[config.mk]
export PLATFORM = sky130hd
export DESIGN_NAME = reset_sequencer
export DESIGN_NICKNAME = d
export VERILOG_FILES = /design/src/rtl/reset_sequencer.sv
export SDC_FILE = /design/constraint.sdc
export NUM_CORES = 1
export LEC_CHECK = 0
export ABC_AREA = 1
export CAP_MARGIN = 20
export CORE_MARGIN = 1.5
export CORE_UTILIZATION = 45
export DETAILED_ROUTE_END_ITERATION = 12
export DONT_BUFFER_PORTS = 1
export PLACE_DENSITY_LB_ADDON = 0.12
export SKIP_LAST_GASP = 1
export SLEW_MARGIN = 20
export SYNTH_ARGS = -nofsm -noshare
export SYNTH_HDL_FRONTEND = slang
export SYNTH_SLANG_ARGS = --single-unit
[constraint.sdc]
create_clock -name clk -period 4.2 [get_ports clk]
set_input_delay 0.84 -clock clk [delete_from_list [all_inputs] [get_ports clk]]
set_output_delay 0.84 -clock clk [all_outputs]
set_load 0.005 [all_outputs]
[src/rtl/reset_sequencer.sv]
// rtl/reset_sequencer.sv - staged, clock-aligned reset generator for multiple domains
//
// Purpose:
//   Collects reset requests (asynchronous level request, synchronous software
//   strobe, and this block's own reset), asserts every domain reset together,
//   holds them while the request persists plus HOLD_CYCLES, then releases the
//   domains one at a time, STEP_CYCLES apart, bit 0 first. Every output comes
//   straight from a flop, so downstream async-reset banks see clean,
//   clock-aligned deassertion.
//
// Ports:
//   clk        in   1            single clock
//   rst        in   1            synchronous active-high reset of this block
//   req        in   1            asynchronous active-high level request
//   sw_req     in   1            synchronous single-cycle request strobe
//   rst_out    out  NUM_DOMAINS  active-high domain resets (registered)
//   busy       out  1            high while any rst_out bit is high
//   done       out  1            one-cycle pulse when the last domain releases
//   req_count  out  8            saturating count of request events

module reset_sequencer #(
  parameter int NUM_DOMAINS = 4,
  parameter int SYNC_STAGES = 3,
  parameter int HOLD_CYCLES = 16,
  parameter int STEP_CYCLES = 8
) (
  input  logic                   clk,
  input  logic                   rst,
  input  logic                   req,
  input  logic                   sw_req,
  output logic [NUM_DOMAINS-1:0] rst_out,
  output logic                   busy,
  output logic                   done,
  output logic [7:0]             req_count
);

  // Counter must reach max(HOLD_CYCLES, STEP_CYCLES) - 1.
  localparam int MAX_CYC = (HOLD_CYCLES > STEP_CYCLES) ? HOLD_CYCLES : STEP_CYCLES;
  localparam int CW      = (MAX_CYC > 1) ? $clog2(MAX_CYC) : 1;
  localparam int IW      = (NUM_DOMAINS > 1) ? $clog2(NUM_DOMAINS) : 1;

  localparam logic [CW-1:0] HOLD_LAST = CW'(HOLD_CYCLES - 1);
  localparam logic [CW-1:0] STEP_LAST = CW'(STEP_CYCLES - 1);
  localparam logic [IW-1:0] IDX_LAST  = IW'(NUM_DOMAINS - 1);

  localparam logic [1:0] ST_HOLD    = 2'd0;
  localparam logic [1:0] ST_RELEASE = 2'd1;
  localparam logic [1:0] ST_RUN     = 2'd2;

  logic [SYNC_STAGES-1:0] r_sync;
  logic [1:0]             r_state;
  logic [CW-1:0]          r_cnt;
  logic [IW-1:0]          r_idx;
  logic [NUM_DOMAINS-1:0] r_rst_out;
  logic                   r_busy;
  logic                   r_done;
  logic [7:0]             r_req_count;

  logic w_req_s;
  logic w_any_req;

  assign w_req_s   = r_sync[SYNC_STAGES-1];
  // A synchronized level request and a strobe in the same cycle are one event.
  assign w_any_req = w_req_s | sw_req;

  always_ff @(posedge clk) begin
    if (rst) begin
      r_sync      <= '0;
      r_state     <= ST_HOLD;
      r_cnt       <= '0;
      r_idx       <= '0;
      r_rst_out   <= '1;
      r_busy      <= 1'b1;
      r_done      <= 1'b0;
      r_req_count <= 8'd0;
    end else begin
      r_sync <= {r_sync[SYNC_STAGES-2:0], req};
      r_done <= 1'b0;

      case (r_state)
        ST_HOLD: begin
          // Any pending request stretches the hold: restart the count
          // without treating it as a new event.
          if (w_any_req) begin
            r_cnt <= '0;
          end else if (r_cnt == HOLD_LAST) begin
            r_rst_out[0] <= 1'b0;
            r_cnt        <= '0;
            r_idx        <= IW'(1);
            if (NUM_DOMAINS == 1) begin
              r_state <= ST_RUN;
              r_done  <= 1'b1;
              r_busy  <= 1'b0;
            end else begin
              r_state <= ST_RELEASE;
            end
          end else begin
            r_cnt <= r_cnt + CW'(1);
          end
        end

        ST_RELEASE: begin
          if (w_any_req) begin
            r_rst_out <= '1;
            r_busy    <= 1'b1;
            r_cnt     <= '0;
            r_state   <= ST_HOLD;
            if (r_req_count != 8'hFF) r_req_count <= r_req_count + 8'd1;
          end else if (r_cnt == STEP_LAST) begin
            r_rst_out[r_idx] <= 1'b0;
            r_cnt            <= '0;
            r_idx            <= r_idx + IW'(1);
            // Clearing the last bit empties rst_out in the same edge.
            if (r_idx == IDX_LAST) begin
              r_state <= ST_RUN;
              r_done  <= 1'b1;
              r_busy  <= 1'b0;
            end
          end else begin
            r_cnt <= r_cnt + CW'(1);
          end
        end

        ST_RUN: begin
          if (w_any_req) begin
            r_rst_out <= '1;
            r_busy    <= 1'b1;
            r_cnt     <= '0;
            r_state   <= ST_HOLD;
            if (r_req_count != 8'hFF) r_req_count <= r_req_count + 8'd1;
          end
        end

        default: begin
          r_rst_out <= '1;
          r_busy    <= 1'b1;
          r_cnt     <= '0;
          r_state   <= ST_HOLD;
        end
      endcase
    end
  end

  assign rst_out   = r_rst_out;
  assign busy      = r_busy;
  assign done      = r_done;
  assign req_count = r_req_count;

endmodule

==> results.cfg <==
[power_and_ir_drop]
ir_worst_vdd_mv = 0.122
power_mw = 0.362
p_leak_nw = 0.574
power.density_nw_per_um2 = 256

[route]
viasPerCell = 5.13
wire_per_inst_um = 11.6
first_pass_iters = 6
drt_iter0_drc = 42
drc = 0
num_vias = 1102
postRouteAntennaNets = 0
wl_um = 2490

[grt]
grt_antenna_before_repair = 0
grt_overflow = 0
grt_max_degree = 15
grt_pass1_wl_um = 4600
grt_pass1_vias = 1076
grt_usage = 0.173

[final_layout]
nNetsFinal = 198
final-seq-area_um2 = 500
syn_to_final_growth_pct = 3.77
multi_input_area_um2 = 749
diodes = 0
drive_above_1_share = 0.125
nFillCells = 283

[floorplan]
num_rows = 19
die_y_um = 58.0
core_um2 = 2810
die-area_um2 = 3370
fp.dieW_um = 58.0
ios = 18
start_util = 0.486

[synthesis]
syn_area_um2 = 1360
yosysWarnings = 0
async_flop_share = 0
netlist_instances = 182
seq_area_frac_synth = 0.367
synth_area_leaders = dfxtp_1 (37%), nand2_1 (11%), ha_1 (8.3%)
synth_flop_cell = dfxtp_1
synth-edff-count = 0
syn-num-nets = 195
synth-seq-cells = 25
synth_area_per_cell_um2 = 7.49
synth_top_area_share = 0.367
synthDistinctLibCells = 29
synth_top_area_cell = dfxtp_1

[sta]
tightest_slew_ns = 0.283
fin_hold_ws_ns = 0.412
skew_ns = 0.00961
max_freq_mhz = 615
slew-limit-headroom = 0.810
rsz0062_at_grt = false
post-route-min-period_ns = 1.63
maxSlewViolCount = 0
finalHoldViolCount = 0
fin_crit_sh = 0.387
fin_tns_setup_ns = 0
setup_viol = 0

[clocking]
cts.htree.levels = 1
ctsLongestPathBuffers = 2
insertion_delay_ns = 0.32
cts_resized = 0
cts_setup_buffers = 0
clkSinkCount = 25
numCtsBuffers = 3
cts_tree = built
clk_transition_reported_paths_ns = 0.14
ctsRootBufferMaster = clkbuf_4
postCtsHoldBufs = 0

[run]
cap_violations = 0

[placement]
port_buffers = 0
post-dp-hpwl_um = 1880
gp_congestion = 0.794

[setup_path]
crit_arrival_ns = 0.79
worstPathRequired_ns = 3.36
end_kind = output port
r2r-start = r_state[1]$_SDFFE_PP0P_
worstSetupPathType = reg2out
crit_start = req_count[2]$_SDFFE_PP0P_
worstPathMaxFanout = 5
cp-start-kind = register

[worst_hold_path]
min-delay-path-class = reg2reg
worstHoldStart = r_sync[1]$_SDFF_PP0_

[run_status]
status = complete, no violations
[cells by family after synthesis]
kind of cell | after synthesis | synth area share
adders and majority gates | 9 | 0.0826
AOI/OAI and AO/OA | 25 | 0.109
buffers and inverters | 28 | 0.0826
DFF | 25 | 0.367
xor gates and xnor gates | 3 | 0.0193
and+or+nand+nor | 92 | 0.339
[worst register-to-register path: stages, from the launching register on]
cell	delay, ns
dfxtp_1	0.35
inv_1	0.08
ha_1	0.29
inv_2	0.08
nor2_4	0.14
nand2_4	0.09
nand2_4	0.09
inv_2	0.05
a21oi_4	0.15
nand2_1	0.06
[cells in the final DEF (no fill, tap or decap), types with 2 or more instances in the layout]
cell / netlist / layout
a21oi_1: 10 / 10
o21ai_0: 3 / 3
a21oi_2: 2 / 2
nor2_1: 20 / 20
clkbuf_4: 0 / 3
nand4_1: 2 / 2
dfxtp_1: 25 / 25
nand2_1: 40 / 40
xor2_1: 3 / 3
nand2_4: 4 / 4
inv_2: 4 / 4
nand2_2: 2 / 2
o21ai_1: 7 / 7
ha_1: 9 / 9
inv_1: 21 / 21
nand3_1: 13 / 13
nor2_4: 4 / 4
[sequential cells by signal, summed over array words and instances (netlist names)]
name       count
r_state        2
done           1
r_idx          2
busy           1
rst_out        4
req_count      8
r_sync         3
r_cnt          4
[metrics by stage]
| stage | setup slack [ns] | utilization | instance area (µm²) | std cells |
|---|---|---|---|---|
| floorplan | 2.57 | - | 1360 | 182 |
| global placement | 2.52 | 0.494 | 1390 | 211 |
| detailed placement | 2.47 | 0.494 | 1390 | 211 |
| CTS | 2.56 | 0.504 | 1410 | 215 |
| global route | 2.51 | 0.504 | 1410 | 215 |
| finish | 2.57 | 0.504 | 1410 | 215 |
[layer usage]
layer  global-route usage  share of wire
met5                    0              0
met4               0.0565         0.0048
met3               0.0513          0.049
met2                0.287           0.48
met1                0.214           0.47
[worst paths after layout]
check | end | slack, ns | cells after the start
hold reg to reg | r_sync[2]$_SDFF_PP0_ | 0.41 | 2
setup reg to reg | busy$_SDFFE_PP1P_ | 2.70 | 9
setup / recovery | req_count[2] | 2.57 | 0
hold / removal | r_sync[2]$_SDFF_PP0_ | 0.41 | 2
[synthesized netlist by cell type, types with 2 or more instances]
library cell / instances
nand2_1: 40
dfxtp_1: 25
inv_1: 21
nor2_1: 20
nand3_1: 13
a21oi_1: 10
ha_1: 9
o21ai_1: 7
inv_2: 4
nand2_4: 4
nor2_4: 4
o21ai_0: 3
xor2_1: 3
a21oi_2: 2
nand2_2: 2
nand4_1: 2
[cell type report]
cell class	count	share of cell area
Clock buffer	3	0.0159
Clock inverter	1	0.00354
Inverter	26	0.0690
Multi-Input combinational cell	129	0.530
Sequential cell	25	0.354
Tap cell	31	0.0274
[power by group]
| group | internal [mW] | leakage (nW) | switching, mW |
|---|---|---|---|
| Combinational | 0.00467 | 0.354 | 0.00873 |
| Clock | 0.0356 | 0.0177 | 0.0723 |
| Sequential | 0.240 | 0.202 | 0.00149 |
Note: power is estimated with default switching activity, not from simulation.
